File: config.mk
export PLATFORM = sky130hd
export DESIGN_NAME = stb_cmd_issuer
export DESIGN_NICKNAME = d
export VERILOG_FILES = /design/src/rtl/stb_cmd_issuer.sv
export SDC_FILE = /design/constraint.sdc
export NUM_CORES = 1
export LEC_CHECK = 0
export ABC_AREA = 1
export ABC_CLOCK_PERIOD_IN_PS = 5300
export CAP_MARGIN = 20
export CORE_UTILIZATION = 55
export DETAILED_ROUTE_END_ITERATION = 8
export GPL_TIMING_DRIVEN = 1
export PLACE_DENSITY = 0.75
export RECOVER_POWER = 25
export SYNTH_ARGS = -nofsm -noshare
export SYNTH_HDL_FRONTEND = slang
export SYNTH_SLANG_ARGS = --single-unit
File: constraint.sdc
create_clock -name clk -period 5.3 [get_ports clk]
set_input_delay 1.06 -clock clk [delete_from_list [all_inputs] [get_ports clk]]
set_output_delay 1.06 -clock clk [all_outputs]
set_load 0.01 [all_outputs]
File: src/rtl/stb_cmd_issuer.sv
// stb_cmd_issuer: command FIFO plus one-at-a-time issuer for the store-burst
// top level. Commands are queued, issued as a single-cycle stb_u_valid pulse,
// and the issuer waits for stb_d_valid && stb_d_done (or a timeout) before
// it moves on to the next command.
// Optional build macro: STB_CMD_FILTER_EN. When it is defined, queued commands
// whose SMC mask or byte-enable code is zero are discarded and counted in
// drop_count instead of being issued.
module stb_cmd_issuer #(
    parameter int ADDR_WIDTH     = 32,
    parameter int SMC_COUNT      = 6,
    parameter int DEPTH          = 8,
    parameter int TIMEOUT_CYCLES = 4096
) (
    input  logic                      clk,
    input  logic                      rst,
    input  logic                      cmd_valid,
    output logic                      cmd_ready,
    input  logic [SMC_COUNT-1:0]      cmd_smc_strb,
    input  logic [3:0]                cmd_byte_strb,
    input  logic [1:0]                cmd_brst,
    input  logic [ADDR_WIDTH-1:0]     cmd_gr_base_addr,
    input  logic [3:0]                cmd_ur_id,
    input  logic [10:0]               cmd_ur_addr,
    output logic                      stb_u_valid,
    output logic [SMC_COUNT-1:0]      stb_u_smc_strb,
    output logic [3:0]                stb_u_byte_strb,
    output logic [1:0]                stb_u_brst,
    output logic [ADDR_WIDTH-1:0]     stb_u_gr_base_addr,
    output logic [3:0]                stb_u_ur_id,
    output logic [10:0]               stb_u_ur_addr,
    input  logic                      stb_d_valid,
    input  logic                      stb_d_done,
    output logic                      stb_d_ready,
    output logic [$clog2(DEPTH):0]    fifo_count,
    output logic                      busy,
    output logic [15:0]               done_count,
    output logic [15:0]               drop_count,
    output logic                      timeout_err
);

    localparam int PTR_W = $clog2(DEPTH);
    localparam int CNT_W = PTR_W + 1;
    localparam int TMO_W = $clog2(TIMEOUT_CYCLES + 1);

    typedef struct packed {
        logic [SMC_COUNT-1:0]  smc_strb;
        logic [3:0]            byte_strb;
        logic [1:0]            brst;
        logic [ADDR_WIDTH-1:0] gr_base_addr;
        logic [3:0]            ur_id;
        logic [10:0]           ur_addr;
    } cmd_t;

    typedef enum logic [1:0] {
        ST_IDLE  = 2'd0,
        ST_ISSUE = 2'd1,
        ST_WAIT  = 2'd2,
        ST_GAP   = 2'd3
    } state_t;

    cmd_t             fifo_mem_r [DEPTH];
    logic [PTR_W-1:0] wr_ptr_r;
    logic [PTR_W-1:0] rd_ptr_r;
    logic [CNT_W-1:0] count_r;
    logic [CNT_W-1:0] count_nxt_s;
    logic             cmd_ready_r;

    state_t           state_r;
    logic [TMO_W-1:0] tmo_cnt_r;
    cmd_t             issue_r;
    logic             stb_u_valid_r;
    logic             stb_d_ready_r;
    logic [15:0]      done_count_r;
    logic             timeout_err_r;

    cmd_t             cmd_in_s;
    cmd_t             head_s;
    logic             push_s;
    logic             pop_s;
    logic             drop_s;

    assign cmd_in_s = '{smc_strb:     cmd_smc_strb,
                        byte_strb:    cmd_byte_strb,
                        brst:         cmd_brst,
                        gr_base_addr: cmd_gr_base_addr,
                        ur_id:        cmd_ur_id,
                        ur_addr:      cmd_ur_addr};
    assign head_s   = fifo_mem_r[rd_ptr_r];

    // The only pop point is IDLE with a non-empty queue; a full queue never accepts.
    assign push_s = cmd_valid && cmd_ready_r;
    assign pop_s  = (state_r == ST_IDLE) && (count_r != '0);

    // Next occupancy: simultaneous push and pop leaves the count unchanged.
    always_comb begin
        count_nxt_s = count_r;
        case ({push_s, pop_s})
            2'b10:   count_nxt_s = count_r + CNT_W'(1);
            2'b01:   count_nxt_s = count_r - CNT_W'(1);
            default: count_nxt_s = count_r;
        endcase
    end

    // Decide whether the head being popped is discarded instead of issued.
    always_comb begin
        drop_s = 1'b0;
`ifdef STB_CMD_FILTER_EN
        if (pop_s && ((head_s.smc_strb == '0) || (head_s.byte_strb == 4'h0))) begin
            drop_s = 1'b1;
        end else begin
            drop_s = 1'b0;
        end
`endif
    end

    // FIFO storage: data only, pointers guard validity so no reset needed.
    always_ff @(posedge clk) begin
        if (push_s) begin
            fifo_mem_r[wr_ptr_r] <= cmd_in_s;
        end
    end

    // FIFO pointers, occupancy and the registered not-full flag.
    always_ff @(posedge clk) begin
        if (rst) begin
            wr_ptr_r    <= '0;
            rd_ptr_r    <= '0;
            count_r     <= '0;
            cmd_ready_r <= 1'b1;
        end else begin
            if (push_s) begin
                wr_ptr_r <= wr_ptr_r + PTR_W'(1);
            end
            if (pop_s) begin
                rd_ptr_r <= rd_ptr_r + PTR_W'(1);
            end
            count_r     <= count_nxt_s;
            cmd_ready_r <= (count_nxt_s != CNT_W'(DEPTH));
        end
    end

    // Issue FSM with registered issue pulse, completion accept and status.
    always_ff @(posedge clk) begin
        if (rst) begin
            state_r       <= ST_IDLE;
            tmo_cnt_r     <= '0;
            issue_r       <= '0;
            stb_u_valid_r <= 1'b0;
            stb_d_ready_r <= 1'b0;
            done_count_r  <= 16'h0000;
            timeout_err_r <= 1'b0;
        end else begin
            case (state_r)
                ST_IDLE: begin
                    stb_u_valid_r <= 1'b0;
                    stb_d_ready_r <= 1'b0;
                    if (pop_s && !drop_s) begin
                        issue_r       <= head_s;
                        stb_u_valid_r <= 1'b1;
                        state_r       <= ST_ISSUE;
                    end
                end
                ST_ISSUE: begin
                    stb_u_valid_r <= 1'b0;
                    stb_d_ready_r <= 1'b1;
                    tmo_cnt_r     <= '0;
                    state_r       <= ST_WAIT;
                end
                ST_WAIT: begin
                    // Completion is checked first so it wins over a same-cycle timeout.
                    if (stb_d_valid && stb_d_done) begin
                        done_count_r  <= done_count_r + 16'd1;
                        stb_d_ready_r <= 1'b0;
                        state_r       <= ST_GAP;
                    end else if (tmo_cnt_r == TMO_W'(TIMEOUT_CYCLES - 1)) begin
                        timeout_err_r <= 1'b1;
                        stb_d_ready_r <= 1'b0;
                        state_r       <= ST_GAP;
                    end else begin
                        tmo_cnt_r <= tmo_cnt_r + TMO_W'(1);
                    end
                end
                ST_GAP: begin
                    stb_u_valid_r <= 1'b0;
                    stb_d_ready_r <= 1'b0;
                    state_r       <= ST_IDLE;
                end
                default: begin
                    stb_u_valid_r <= 1'b0;
                    stb_d_ready_r <= 1'b0;
                    state_r       <= ST_IDLE;
                end
            endcase
        end
    end

`ifdef STB_CMD_FILTER_EN
    logic [15:0] drop_count_r;

    // Count discarded heads; wraps naturally at 16 bits.
    always_ff @(posedge clk) begin
        if (rst) begin
            drop_count_r <= 16'h0000;
        end else if (drop_s) begin
            drop_count_r <= drop_count_r + 16'd1;
        end
    end

    assign drop_count = drop_count_r;
`else
    assign drop_count = 16'h0000;
`endif

    assign cmd_ready          = cmd_ready_r;
    assign fifo_count         = count_r;
    assign busy               = (state_r != ST_IDLE) || (count_r != '0);
    assign stb_u_valid        = stb_u_valid_r;
    assign stb_u_smc_strb     = issue_r.smc_strb;
    assign stb_u_byte_strb    = issue_r.byte_strb;
    assign stb_u_brst         = issue_r.brst;
    assign stb_u_gr_base_addr = issue_r.gr_base_addr;
    assign stb_u_ur_id        = issue_r.ur_id;
    assign stb_u_ur_addr      = issue_r.ur_addr;
    assign stb_d_ready        = stb_d_ready_r;
    assign done_count         = done_count_r;
    assign timeout_err        = timeout_err_r;

endmodule

==> metrics.yaml, run 1 <==
sta:
  finalSetupViolCount: 0
  rsz0062_at_grt: "false"
  fin_crit_sh: 0.586
  tns_ns: 0
  finalHoldViolCount: 0
  max_freq_ghz: 0.322
  fin_skew_ns: 0.0155
  worstMarginPinSlew_ns: 1.02
  max-slew-margin-rel: 0.317
  drv_slew: 0
  min_period_ns: 3.11
pwr:
  leakage_nw: 8.65
  max-vdd-ir-drop_uv: 441
  power_mw: 12.5
  p_per_area_mw_per_mm2: 476
logic_synthesis:
  syn_inst: 1862
  ys_seq_area_frac: 0.720
  syn_area_per_cell_um2: 12.1
  ys.flop_type: "edfxtp_1"
  synth-simple-area-share: 0.0897
  synth_xor_area_frac: 0.00233
  synth-async-reset-ratio: 0
  ys_types: 39
  synth_area_leaders: "edfxtp_1, dfxtp_1, o21ai_0, nor2_1, a21oi_1"
  synth_mux_area_frac: 0
  synth-compound-area-share: 0.140
  synth_edf_count: 472
  yosysWarnings: 0
  synth-adder-area-share: 0.00665
  synth_area_mm2: 0.0226
  yosys_register_bits: 576
  yosysMostFrequentCell: "edfxtp_1"
  yosys.area.top_type: "edfxtp_1"
  yosys-top-cells-count: "edfxtp_1, nor2_1, o21ai_0"
  synth_top_family_by_area: "compound AO/OA/AOI/OAI gates"
  synth_top_area_frac: 0.628
layout:
  multi_input_area_mm2: 0.00551
  fin_util: 0.653
  syn_to_final_growth_pct: 16.0
  ff_latch_area_mm2: 0.0163
  fill_cells: 2863
  fin_nets: 2044
  layout-drive-gt1-share: 0.0700
setup_path:
  critPathCaptureType: "output pin"
  criticalPathCategory: "reg2out"
  cp_max_fo: 5
  worst-r2r-setup-slack_ns: 2.64
  cp.required_ns: 4.24
  cp.arrival_ns: 2.05
  cp-start-kind: "flop"
route:
  top_layer: "met5"
  post_drt_wl_per_cell_um: 19.3
  routed_wirelength_um: 49000
  vias: 14700
  route.detailed.drc: 0
  avgViaCountPerCell: 5.79
  met2_length_um: 24200
  ant_nets: 0
  drt_iter0_drc: 1470
  wl_met3_um: 3170
  m1WireLength_um: 20600
  firstDrtPassIters: 5
clocking:
  cts_tree: "yes"
  clk-insertion-delay-late_ns: 0.60
  htreeDepth: 2
  clkTransAtPathRegs_ns: 0.06
  cts_setup_buffers: 0
  clock_sinks: 576
  numCtsBuffers: 55
  hold_buffers: 0
  clock_path_buffers: 3
  cts_resized: 0
  root_buffer: "clkbuf_16"
floorplanning:
  num_io_pins: 164
  initial_core_util: 0.563
  dieArea_mm2: 0.0419
  die_h_um: 205
  die_w_um: 205
  core_area_mm2: 0.0401
  rows: 73
global_routing:
  grtUsageTotal: 0.236
  grt_pass1_vias: 14500
  grt_pass1_wl_um: 76600
  antenna_found_initial: 3
  grt_overflow: 0
  grt_max_degree: 133
worst_hold_path:
  hold_path_class: "reg2reg"
flow_run:
  cap_violations: 0
placement:
  portBuffers: 147
  dp_hpwl_um: 27100
  place_congestion: 0.821
outcome:
  run_status: "finished clean"
==> cell families after synthesis <==
group                    Yosys count
flip-flops                       576
other                              1
buffers and inverters            188
AND/OR/NAND/NOR                  493
XOR/XNOR                           6
adder cells (fa/ha/maj)           12
AO/OA/AOI/OAI                    586
==> placed cells by master (no fill, tap or decap), types with 16 or more instances in the layout <==
cell type / instances
a21oi_1: 93
clkbuf_16: 57
clkdlybuf4s50_1: 110
conb_1: 16
dfxtp_1: 101
dlygate4sd3_1: 37
edfxtp_1: 472
inv_1: 48
nand2_1: 87
nand3_1: 28
nor2_1: 339
o211ai_1: 59
o21ai_0: 297
o21ai_1: 74
o22ai_1: 59
==> power breakdown <==
part,total (mW),switching [mW],internal (mW)
sequential,5.51,0.234,5.28
clock,4.03,1.65,2.39
combinational,2.92,1.91,1.01
==> layer usage <==
layer / track usage / up-vias
li1: - / 6935
met1: 0.316 / 7199
met2: 0.394 / 493
met3: 0.0350 / 82
met4: 0.0802 / 2
met5: 0 / -
==> sequential cells by signal (all words and copies together), names as in the netlist, 4 cells and up <==
name / flops
done_count: 16
fifo_count: 4
fifo_mem_r: 472
stb_u_byte_strb: 4
stb_u_gr_base_addr: 32
stb_u_smc_strb: 6
stb_u_ur_addr: 11
stb_u_ur_id: 4
tmo_cnt_r: 13
==> metrics by stage <==
stage	hold WS [ns]	instances	setup slack, ns	instance area (µm²)
6_report	0.496	2539	2.19	26200
5_1_grt	0.523	2538	2.09	26200
4_1_cts	0.500	2538	2.17	26200
3_5_place_dp	0.470	2436	1.67	24300
3_3_place_gp	0.454	2436	1.70	24300
2_1_floorplan	0.456	1877	0.951	22600
==> final timing paths <==
path / to / cells after the start / startpoint
min reg2reg: tmo_cnt_r[12] / 2 / tmo_cnt_r[12]
min: tmo_cnt_r[12] / 2 / tmo_cnt_r[12]
max reg2reg: cmd_ready / 15 / state_r[0]
max: busy / 4 / state_r[1]
==> critical path, cell delays in order, from the launching register on <==
cell and delay (ns):
dfxtp_1 0.41, inv_1 0.09, ha_1 0.23, nand4_1 0.17, clkdlybuf4s50_1 0.56
==> area by class of cell <==
| class | count | area share |
|---|---|---|
| Sequential cell | 576 | 0.621 |
| Multi-Input combinational cell | 1113 | 0.211 |
| Timing Repair Buffer | 166 | 0.0635 |
| Clock buffer | 68 | 0.0572 |
| Tap cell | 525 | 0.0251 |
| Clock inverter | 34 | 0.0141 |
| Inverter | 56 | 0.00836 |
| Antenna cell | 1 | 0.0000956 |
(Power assumes the default switching activity.)
==> run 2: changes to the inputs <==
--- a/config.mk
+++ b/config.mk
@@ -6,7 +6,7 @@
 export NUM_CORES = 1
 export LEC_CHECK = 0
 export ABC_AREA = 1
-export ABC_CLOCK_PERIOD_IN_PS = 5300
+export ABC_CLOCK_PERIOD_IN_PS = 3000
 export CAP_MARGIN = 20
 export CORE_UTILIZATION = 55
 export DETAILED_ROUTE_END_ITERATION = 8
==> constraint.sdc (replaced) <==
create_clock -name clk -period 3 [get_ports clk]
set_input_delay 0.6 -clock clk [delete_from_list [all_inputs] [get_ports clk]]
set_output_delay 0.6 -clock clk [all_outputs]
set_load 0.01 [all_outputs]
==> run 2 against run 1 <==
Die area unchanged. First-iteration DRC count decreased by 2.9%. Utilization increased by 0.51 points. Non-clock buffer count increased by 14. Wire length decreased by 0.92%. Critical path depth unchanged. Largest power group unchanged.
==> metrics.yaml, run 2 (same netlist as run 1, synthesis figures left out) <==
layout:
  largest_reg_flops: 472  # unchanged
  fin_nets: 2059  # +0.73%
  final_common_cell: "edfxtp_1"
  finalInstanceArea_mm2: 0.0264  # +0.77%
  syn_to_final_growth_pct: 16.9
  layout-drive-gt1-share: 0.0759  # +0.00585
  final_cell_mix: "edfxtp_1, nor2_1, o21ai_0"
  final_cell_count_no_fill: 2557  # +0.71%
  fin_util: 0.658  # +0.00506
  regMostFlops: "fifo_mem_r"
  fill_cells: 2867  # +0.14%
pwr:
  pwr-share-seq: 0.442  # about the same
  comb_power_share: 0.249  # +0.015
  p_per_area_mw_per_mm2: 825  # +73%
  p_int_mw: 15.0  # +73%
  netSwitchingFraction: 0.310  # +0.00553
  pwr-share-clk: 0.310  # -0.014
  leakage_nw: 8.74  # +0.94%
  max-vdd-ir-drop_uv: 690  # +57%
  switchingPower_mw: 6.74  # +78%
clocking:
  hold_buffers: 0  # unchanged
  root_buffer: "clkbuf_16"
  cts_resized: 0  # unchanged
  clock_path_buffers: 3  # unchanged
  htreeDepth: 2  # unchanged
  clkTransAtPathRegs_ns: 0.06  # about the same
  clk-insertion-delay-late_ns: 0.62  # +0.02 ns
  cts_setup_buffers: 0  # unchanged
  cts_tree: "yes"
  numCtsBuffers: 56  # +1.8%
  clock_sinks: 576  # unchanged
placement:
  placed_area_mm2: 0.0246  # +1.2%
  place_congestion: 0.806  # -1.9%
  portBuffers: 147  # unchanged
  dp_hpwl_um: 27400  # +1.3%
  dp.cells: 2450  # +0.57%
global_routing:
  antenna_found_initial: 4  # +1
  grt_pass1_wl_um: 76600  # about the same
  grtUsageTotal: 0.236  # +0.000414
  grt_max_degree: 238  # +79%
  grt_overflow: 0  # unchanged
  grt_pass1_vias: 14300  # -1.8%
setup_path:
  worst-r2r-setup-slack_ns: 0.55  # -2.09 ns
  cp.arrival_ns: 2.04  # about the same
  cp_slowest_cell: "clkdlybuf4s50_1"
  cp_max_fo: 4  # -1
  r2r_start: "state_r[0]"
  cp-startpoint: "state_r[0]"
  cp-start-kind: "flop"
  regToRegEndpoint: "rd_ptr_r[2]"
  criticalPathCategory: "reg2out"
  critPathCaptureType: "output pin"
  path_cells: "inv_1 > ha_1 > nand4_1 > clkdlybuf4s50_1"
  cp.required_ns: 2.40  # -1.84 ns
  crit_path_max_incr_delay_ns: 0.57  # about the same
  reg2reg_depth: 9  # -6
  cp-endpoint: "busy"
sta:
  hold_slack_ns: 0.465  # -0.0310 ns
  max-slew-margin-rel: 0.342  # +0.0243
  finalSetupViolCount: 0  # unchanged
  rsz0062_at_grt: "false"
  min_period_ns: 2.64
  finalHoldViolCount: 0  # unchanged
  fin_skew_ns: 0.0452  # +0.0297 ns
  fin_crit_sh: 0.881
  max_freq_ghz: 0.378
  worstMarginPinSlew_ns: 0.987  # -0.0365 ns
  drv_slew: 0  # unchanged
route:
  avgViaCountPerCell: 5.72  # -1.3%
  vias: 14600  # -0.63%
  route.detailed.drc: 0  # unchanged
  ant_nets: 0  # unchanged
  firstDrtPassIters: 5  # unchanged
  routed_wirelength_um: 48600  # -0.92%
  drt_iter0_drc: 1428  # -2.9%
  post_drt_wl_per_cell_um: 19.0  # -1.6%
flow_run:
  cap_violations: 0  # unchanged
floorplanning:
  num_io_pins: 164  # unchanged
  die_w_um: 205  # unchanged
  initial_core_util: 0.563  # unchanged
  die_h_um: 205  # unchanged
  dieArea_mm2: 0.0419  # unchanged
  rows: 73  # unchanged
  core_area_mm2: 0.0401  # unchanged
worst_hold_path:
  hold_path_class: "reg2reg"
outcome:
  run_status: "finished clean"
==> run 2: metrics by stage <==
| stage | power (mW) | TNS [ns] | setup WS (ns) |
|---|---|---|---|
| finish | 21.8 | 0 | 0.356 |
| global placement | 15.0 | 0 | 0.309 |
| detailed placement | 15.2 | 0 | 0.271 |
| floorplan | 13.3 | -209.70 | -0.889 |
| global route | 22.9 | 0 | 0.236 |
| CTS | 21.9 | 0 | 0.322 |
==> run 2: layout make-up <==
type | count | area [µm²] | share of cell area
flip-flops and latches | 576 | 16300 | 0.616
multi-input cells | 1113 | 5510 | 0.209
repair buffers | 180 | 1940 | 0.0737
clock buffers | 78 | 1550 | 0.0589
well taps | 525 | 657 | 0.0249
clock inverters | 26 | 230 | 0.00872
inverters | 56 | 219 | 0.00830
diodes | 3 | 7.51 | 0.000284
==> run 2: worst min path at each step <==
stage | start | to | slack (ns) | depth (start not counted)
2_1_floorplan | tmo_cnt_r[12] | tmo_cnt_r[12] | 0.46 | 2
3_3_place_gp | timeout_err | timeout_err | 0.46 | 2
3_5_place_dp | timeout_err | timeout_err | 0.47 | 2
4_1_cts | timeout_err | timeout_err | 0.47 | 2
5_1_grt | timeout_err | timeout_err | 0.51 | 2
6_report | timeout_err | timeout_err | 0.47 | 2
==> run 2: power by group through the flow <==
| stage | clock network, mW | logic, mW | registers [mW] |
|---|---|---|---|
| floorplan | 0 | 3.46 | 9.85 |
| global placement | 0 | 5.24 | 9.76 |
| detailed placement | 0 | 5.41 | 9.78 |
| CTS | 6.85 | 5.45 | 9.62 |
| global route | 7.17 | 6.05 | 9.68 |
| finish | 6.74 | 5.42 | 9.62 |
==> run 2: worst max-delay path: cells and delay by family (launching register included) <==
family	cells	cell delay, ns
adders and majority gates	1	0.25
and+or+nand+nor	1	0.16
buffers and inverters	2	0.67
DFF	1	0.37
==> run 2: routing by layer <==
metal / up-vias / global-route usage / share of wire
li1: 6954 / - / -
met1: 7064 / 0.313 / 0.42
met2: 514 / 0.396 / 0.50
met3: 84 / 0.0372 / 0.063
met4: 2 / 0.0829 / 0.023
met5: - / 0 / 0.00029
